[src/rtl/i2c_pkg.sv]
// Shared I2C definitions: FSM state encoding, ACK/NACK levels and R/W bit values.
package i2c_pkg;

  typedef enum logic [2:0] {
    ST_IDLE     = 3'd0,
    ST_ADDR     = 3'd1,
    ST_ADDR_ACK = 3'd2,
    ST_RX       = 3'd3,
    ST_RX_ACK   = 3'd4,
    ST_TX       = 3'd5,
    ST_TX_ACK   = 3'd6,
    ST_IGNORE   = 3'd7
  } i2c_state_t;

  localparam logic I2C_ACK  = 1'b0;
  localparam logic I2C_NACK = 1'b1;
  localparam logic RW_WRITE = 1'b0;
  localparam logic RW_READ  = 1'b1;

  localparam logic [7:0] GEN_CALL_WRITE = 8'h00;

endpackage

[src/rtl/i2c_slave_if.sv]
// Split-SDA I2C bus: master drives sclk and sda_in, target drives sda_out (1 = released).
interface i2c_slave_if;

  logic sclk;
  logic sda_in;
  logic sda_out;

  modport master (output sclk, output sda_in, input sda_out);
  modport slave  (input sclk, input sda_in, output sda_out);

endinterface

[src/rtl/i2c_bus_sync.sv]
// Synchronises sclk/sda into clk and flags sclk rise/fall plus START/STOP conditions.
module i2c_bus_sync #(
    parameter int SYNC_STAGES = 2
) (
    input  logic clk,
    input  logic rst,
    input  logic sclk,
    input  logic sda,
    output logic scl_level,
    output logic sda_level,
    output logic scl_rise,
    output logic scl_fall,
    output logic start_det,
    output logic stop_det
);

    logic [SYNC_STAGES-1:0] scl_ff;
    logic [SYNC_STAGES-1:0] sda_ff;
    logic                   scl_prev;
    logic                   sda_prev;

    // Released-bus level (1) on reset so no spurious edge is seen afterwards.
    always_ff @(posedge clk) begin
        if (!rst) begin
            scl_ff   <= '1;
            sda_ff   <= '1;
            scl_prev <= 1'b1;
            sda_prev <= 1'b1;
        end else begin
            scl_ff   <= {scl_ff[SYNC_STAGES-2:0], sclk};
            sda_ff   <= {sda_ff[SYNC_STAGES-2:0], sda};
            scl_prev <= scl_ff[SYNC_STAGES-1];
            sda_prev <= sda_ff[SYNC_STAGES-1];
        end
    end

    assign scl_level = scl_ff[SYNC_STAGES-1];
    assign sda_level = sda_ff[SYNC_STAGES-1];
    assign scl_rise  = scl_level & ~scl_prev;
    assign scl_fall  = ~scl_level & scl_prev;
    assign start_det = scl_level & sda_prev & ~sda_level;
    assign stop_det  = scl_level & ~sda_prev & sda_level;

endmodule

[src/rtl/i2c_slave.sv]
// I2C target: address decode, ACK generation, byte receive and transmit until STOP.
// Define I2C_SLAVE_GEN_CALL_EN to also accept the general-call write address (8'h00).
module i2c_slave
    import i2c_pkg::*;
#(
    parameter logic [6:0] SLAVE_ADDR  = 7'h50,
    parameter int         SYNC_STAGES = 2
) (
    input  logic              clk,
    input  logic              rst,
    i2c_slave_if.slave        bus,
    input  logic [7:0]        tx_data,
    output logic              tx_req,
    output logic [7:0]        rx_data,
    output logic              rx_valid,
    output logic              addr_hit,
    output logic [2:0]        state
);

    logic scl_level, sda_level, scl_rise, scl_fall, start_det, stop_det;

    i2c_bus_sync #(.SYNC_STAGES(SYNC_STAGES)) u_sync (
        .clk       (clk),
        .rst       (rst),
        .sclk      (bus.sclk),
        .sda       (bus.sda_in),
        .scl_level (scl_level),
        .sda_level (sda_level),
        .scl_rise  (scl_rise),
        .scl_fall  (scl_fall),
        .start_det (start_det),
        .stop_det  (stop_det)
    );

    i2c_state_t st_q, st_d;
    logic [2:0] cnt_q, cnt_d;
    logic       done_q, done_d;
    logic [7:0] sh_q, sh_d;
    logic       sda_q, sda_d;
    logic [7:0] rx_data_q, rx_data_d;
    logic       rx_valid_q, rx_valid_d;
    logic       tx_req_q, tx_req_d;
    logic       hit_q, hit_d;
    logic       addr_match;

`ifdef I2C_SLAVE_GEN_CALL_EN
    assign addr_match = (sh_q[7:1] == SLAVE_ADDR) || (sh_q == GEN_CALL_WRITE);
`else
    assign addr_match = (sh_q[7:1] == SLAVE_ADDR);
`endif

    always_ff @(posedge clk) begin
        if (!rst) begin
            st_q       <= ST_IDLE;
            cnt_q      <= 3'd0;
            done_q     <= 1'b0;
            sh_q       <= 8'h00;
            sda_q      <= 1'b1;
            rx_data_q  <= 8'h00;
            rx_valid_q <= 1'b0;
            tx_req_q   <= 1'b0;
            hit_q      <= 1'b0;
        end else begin
            st_q       <= st_d;
            cnt_q      <= cnt_d;
            done_q     <= done_d;
            sh_q       <= sh_d;
            sda_q      <= sda_d;
            rx_data_q  <= rx_data_d;
            rx_valid_q <= rx_valid_d;
            tx_req_q   <= tx_req_d;
            hit_q      <= hit_d;
        end
    end

    // done_q marks that the 8th rise of the current byte (or a master ACK) has been seen;
    // the action for it is taken on the following sclk fall.
    always_comb begin
        st_d       = st_q;
        cnt_d      = cnt_q;
        done_d     = done_q;
        sh_d       = sh_q;
        sda_d      = sda_q;
        rx_data_d  = rx_data_q;
        rx_valid_d = 1'b0;
        tx_req_d   = 1'b0;
        hit_d      = hit_q;
        if (stop_det) begin
            st_d   = ST_IDLE;
            sda_d  = 1'b1;
            hit_d  = 1'b0;
            cnt_d  = 3'd0;
            done_d = 1'b0;
        end else if (start_det) begin
            st_d   = ST_ADDR;
            sda_d  = 1'b1;
            hit_d  = 1'b0;
            cnt_d  = 3'd0;
            done_d = 1'b0;
        end else begin
            case (st_q)
                ST_IDLE: sda_d = 1'b1;
                ST_ADDR, ST_RX: begin
                    if (scl_rise) begin
                        sh_d   = {sh_q[6:0], sda_level};
                        cnt_d  = cnt_q + 3'd1;
                        done_d = (cnt_q == 3'd7);
                    end else if (scl_fall && done_q) begin
                        done_d = 1'b0;
                        cnt_d  = 3'd0;
                        if (st_q == ST_RX) begin
                            rx_data_d  = sh_q;
                            rx_valid_d = 1'b1;
                            sda_d      = I2C_ACK;
                            st_d       = ST_RX_ACK;
                        end else if (addr_match) begin
                            sda_d = I2C_ACK;
                            hit_d = 1'b1;
                            st_d  = ST_ADDR_ACK;
                        end else begin
                            st_d = ST_IGNORE;
                        end
                    end
                end
                ST_ADDR_ACK: begin
                    if (scl_fall) begin
                        cnt_d  = 3'd0;
                        done_d = 1'b0;
                        if (sh_q[0] == RW_READ) begin
                            sh_d     = tx_data;
                            tx_req_d = 1'b1;
                            sda_d    = tx_data[7];
                            st_d     = ST_TX;
                        end else begin
                            sda_d = 1'b1;
                            st_d  = ST_RX;
                        end
                    end
                end
                ST_RX_ACK: begin
                    if (scl_fall) begin
                        sda_d = 1'b1;
                        st_d  = ST_RX;
                    end
                end
                ST_TX: begin
                    if (scl_rise) begin
                        cnt_d  = cnt_q + 3'd1;
                        done_d = (cnt_q == 3'd7);
                    end else if (scl_fall) begin
                        if (done_q) begin
                            done_d = 1'b0;
                            sda_d  = 1'b1;
                            st_d   = ST_TX_ACK;
                        end else begin
                            sh_d  = {sh_q[6:0], 1'b0};
                            sda_d = sh_q[6];
                        end
                    end
                end
                ST_TX_ACK: begin
                    if (scl_rise) begin
                        if (sda_level == I2C_ACK) done_d = 1'b1;
                        else                      st_d   = ST_IGNORE;
                    end else if (scl_fall && done_q) begin
                        done_d   = 1'b0;
                        cnt_d    = 3'd0;
                        sh_d     = tx_data;
                        tx_req_d = 1'b1;
                        sda_d    = tx_data[7];
                        st_d     = ST_TX;
                    end
                end
                ST_IGNORE: sda_d = 1'b1;
                default: begin
                    st_d  = ST_IDLE;
                    sda_d = 1'b1;
                end
            endcase
        end
    end

    assign bus.sda_out = sda_q;
    assign rx_data     = rx_data_q;
    assign rx_valid    = rx_valid_q;
    assign tx_req      = tx_req_q;
    assign addr_hit    = hit_q;
    assign state       = st_q;

endmodule
[src/flat_wrapper.sv]
// flat-port wrapper written by rule: the top's interface ports become plain ports
module i2c_slave_flat import i2c_pkg::*;
#(
    parameter logic [6:0] SLAVE_ADDR  = 7'h50,
    parameter int         SYNC_STAGES = 2
)
  (clk, rst, tx_data, tx_req, rx_data, rx_valid, addr_hit, state, bus_sclk, bus_sda_in, bus_sda_out);
  i2c_slave_if bus_i ();
  input  logic clk;
  input  logic rst;
  input  logic [7:0] tx_data;
  output logic tx_req;
  output logic [7:0] rx_data;
  output logic rx_valid;
  output logic addr_hit;
  output logic [2:0] state;
  input wire logic [$bits(bus_i.sclk)-1:0] bus_sclk;
  input wire logic [$bits(bus_i.sda_in)-1:0] bus_sda_in;
  output wire logic [$bits(bus_i.sda_out)-1:0] bus_sda_out;
  assign bus_i.sclk = bus_sclk;
  assign bus_i.sda_in = bus_sda_in;
  assign bus_sda_out = bus_i.sda_out;
  i2c_slave #(.SLAVE_ADDR(SLAVE_ADDR), .SYNC_STAGES(SYNC_STAGES)) u_core (.clk(clk), .rst(rst), .bus(bus_i), .tx_data(tx_data), .tx_req(tx_req), .rx_data(rx_data), .rx_valid(rx_valid), .addr_hit(addr_hit), .state(state));
endmodule
[config.mk]
export PLATFORM = sky130hd
export DESIGN_NAME = i2c_slave_flat
export DESIGN_NICKNAME = d
export VERILOG_FILES = /design/src/rtl/i2c_pkg.sv /design/src/rtl/i2c_slave_if.sv /design/src/rtl/i2c_bus_sync.sv /design/src/rtl/i2c_slave.sv /design/src/flat_wrapper.sv
export SDC_FILE = /design/constraint.sdc
export NUM_CORES = 1
export LEC_CHECK = 0
export BUFFER_PORTS_ARGS = -buffer_cell sky130_fd_sc_hd__buf_4
export CAP_MARGIN = 15
export CORE_UTILIZATION = 55
export DETAILED_ROUTE_END_ITERATION = 8
export PLACE_DENSITY_LB_ADDON = 0.2
export SLEW_MARGIN = 20
export SYNTH_ARGS = -nofsm -noshare
export SYNTH_HDL_FRONTEND = slang
export SYNTH_HIERARCHICAL = 1
export SYNTH_SLANG_ARGS = --single-unit
export TNS_END_PERCENT = 30
[constraint.sdc]
create_clock -name clk -period 2.8 [get_ports clk]
set_clock_uncertainty 0.1 [all_clocks]
set_input_delay 0.28 -clock clk [delete_from_list [all_inputs] [get_ports clk]]
set_output_delay 0.28 -clock clk [all_outputs]
set_load 0.01 [all_outputs]
==> results.yml <==
cts:
  cts.clk_slew.worst_paths_ns: 0.11
  cts_resized: 0
  clockBufferDepth: 2
  hold_buffers: 0
  cts_tree: "built"
  cts_sinks: 33
  clock-root-buffer: "clkbuf_4"
  cts_made_buffers: 5
  cts-htree-levels: 2
  clkLatencyLatePin_ns: 0.33
  post-cts-setup-buffer-count: 0
drt:
  drtPass1Iterations: 6
  via_per_inst: 6.07
  drt_iter0_drc: 90
  ant_nets: 0
  wl_per_cell_um: 14.9
  num_vias: 1578
  wl_mm: 3.87
  remaining_drc_errors: 1
synthesis:
  synth_nets: 215
  ys_types: 44
  avgSynthCellArea_sq_um: 8.41
  synth_edf_count: 0
  synth-seq-cells: 33
  yosys.area.top_type_share_pct: 39.1
  yosysSeqAreaShare_pct: 39.1
  syn_area_sq_mm: 0.00169
  ys.flop_type: "dfxtp_1"
  ys_warn_count: 6
  synth-async-reset-ratio_pct: 0
  synth_area_leaders: "dfxtp_1 (39%), mux2i_1 (9.5%), nor2_1 (5.3%), nand2_1 (4.9%), a21oi_1 (3.8%)"
  synth_top_cell_by_area: "dfxtp_1"
  syn_inst: 201
timing:
  period_needed_ns: 2.31
  drv_slew: 0
  fin_ws_ns: 0.485
  fmax_mhz: 432
  rsz0062_at_grt: "no"
  setup_tns_ns: 0
  min_period_over_period_pct: 82.7
  slew_headroom_pct: 59.5
  worst_slew_pin_slew_ns: 0.607
  finalHoldViolations: 0
  setup_viol: 0
worst_hold_path:
  hold_path.class: "in -> reg"
  holdPathStages: 2
die:
  die_x_um: 57.4
  fp.dieH_um: 57.4
  coreArea_sq_mm: 0.00283
  dieArea_sq_mm: 0.00330
  rows: 19
  io_pins: 27
  start_util_pct: 59.8
global_route:
  gr-total-overflow: 0
  grt_pass1_wl_mm: 6.47
  grt_pass1_vias: 1429
  grt_max_degree: 24
  antenna_found_initial: 0
  track_usage_pct: 25.6
setup_path:
  cp_top_family: "simple AND/OR/NAND/NOR gates"
  cp_slowest_cell: "dfxtp_1"
  worstPathArrival_ns: 2.44
  crit_cells: 5
  worstSetupStartpointType: "register"
  setup.worst_path.class: "reg -> reg"
  path_max_fanout: 21
  path_cells: "nand2_1 > or4_4 > nor3_4 > mux2i_1 > nor2_1"
  cp.required_ns: 2.92
  cp_num_buf_inv: 0
  crit_path_end_kind: "register"
  reg2reg_depth: 5
  crit_path_max_incr_delay_ns: 0.72
job:
  drv_cap: 0
power_and_ir_drop:
  power_leakage_nw: 0.763
  ir_drop_mv: 0.394
  p_per_area_mw_per_mm2: 432
placement:
  placed_cells: 251
  place_congestion: 0.894
  dp_worst_setup_slack_ns: 0.487
  hpwl_mm: 2.67
  port_buffers: 26
cells_and_area:
  diodes: 0
  area_growth_pct: 17.0
  drive_gt1_share_pct: 20.1
  fin_cells: 260
  nNetsFinal: 242
  final_util_pct: 69.9
status:
  violations: "design-rule violations"
  outcome: "finished, violations left"
final cells by class:
type / instances / area [sq um]
flip-flops and latches: 33 / 661
clock buffers: 6 / 51.3
inverters: 4 / 15.0
repair buffers: 30 / 228
multi-input cells: 154 / 970
clock inverters: 2 / 13.8
well taps: 31 / 38.8
fillers: 234 / 852
placed cells by master, fill, tap and decap left out, drive strengths merged, types with 3 or more instances in the layout:
cell type and instances:
clkinv 4, a2111oi 3, nor3 5, nand2 23
a211oi 3, mux2i 16, nand2b 10, dfxtp 33
nor2b 3, a22o 6, o21ai 13, nand3 5
and3b 3, clkbuf 6, nand4 3, nor2 24
a21oi 13, buf 29
cell families (layout without fill, tap and decap cells):
kind of cell             count (synthesis)  in the layout  share of synthesized area (%)
flip-flops                              33             33                           39.1
multiplexers                            17             17                           10.1
AO/OA/AOI/OAI                           47             47                           18.4
adder cells (fa/ha/maj)                  3              3                           2.07
buffers and inverters                   14             42                           3.55
AND/OR/NAND/NOR                         87             87                           26.8
synthesized netlist by cell type (2+ instances only):
cell       count
dfxtp_1       33
nor2_1        24
nand2_1       22
mux2i_1       16
a21oi_1       13
o21ai_0       13
nand2b_1      10
a22o_1         6
clkbuf_1       5
nand3_1        5
nor3_1         4
a211oi_1       3
and3b_1        3
buf_2          3
nand4_1        3
nor2b_1        3
a2111oi_0      2
clkinv_1       2
ha_1           2
o211ai_1       2
o31ai_1        2
or2_2          2
or3_1          2
worst register-to-register path, delay by kind of cell (launching register included):
kind	cells	cell delay, ns
AND/OR/NAND/NOR	4	1.13
multiplexers	1	0.25
flip-flops	1	0.72
final timing paths:
path                                                end                     from  slack (ns)
worst max-delay path                  u_core/rx_data[5]          u_core/state[1]        0.49
worst max register to register        u_core/rx_data[5]          u_core/state[1]        0.49
worst min register to register  u_core/u_sync/sda_ff[1]  u_core/u_sync/sda_ff[0]        0.33
worst min-delay path            u_core/u_sync/sda_ff[0]               bus_sda_in        0.03
state kept, by name (all words and copies together), names as in the netlist:
register                count
u_core/done_q               1
u_core/bus.sda_out          1
u_core/u_sync/scl_ff        2
u_core/addr_hit             1
u_core/rx_valid             1
u_core/sh_q                 8
u_core/u_sync/scl_prev      1
u_core/cnt_q                3
u_core/state                3
u_core/u_sync/sda_prev      1
u_core/rx_data              8
u_core/u_sync/sda_ff        2
u_core/tx_req               1
report_power, final:
group	internal, mW	switching, mW	total (mW)
clock	0.122	0.170	0.292
combinational	0.0350	0.0409	0.0759
sequential	0.476	0.00985	0.486
total	0.633	0.220	0.854
through the flow:
step / power, mW / instance area, sq um / hold slack [ns]
after floorplan: 0.542 / 1690 / 0.253
after global placement: 0.568 / 1900 / 0.296
after detailed placement: 0.570 / 1900 / 0.303
after CTS: 0.857 / 1970 / 0.0131
after global routing: 0.889 / 1980 / 0.000123
final: 0.854 / 1980 / 0.0258
layer usage:
metal	track usage [%]	vias to the layer above	wire [um]
met5	0	-	0
met4	10.5	0	36
met3	5.67	5	255
met2	40.5	65	1840
met1	33.8	730	1740
li1	-	778	-
No activity file was read; power rests on OpenSTA's default activity.
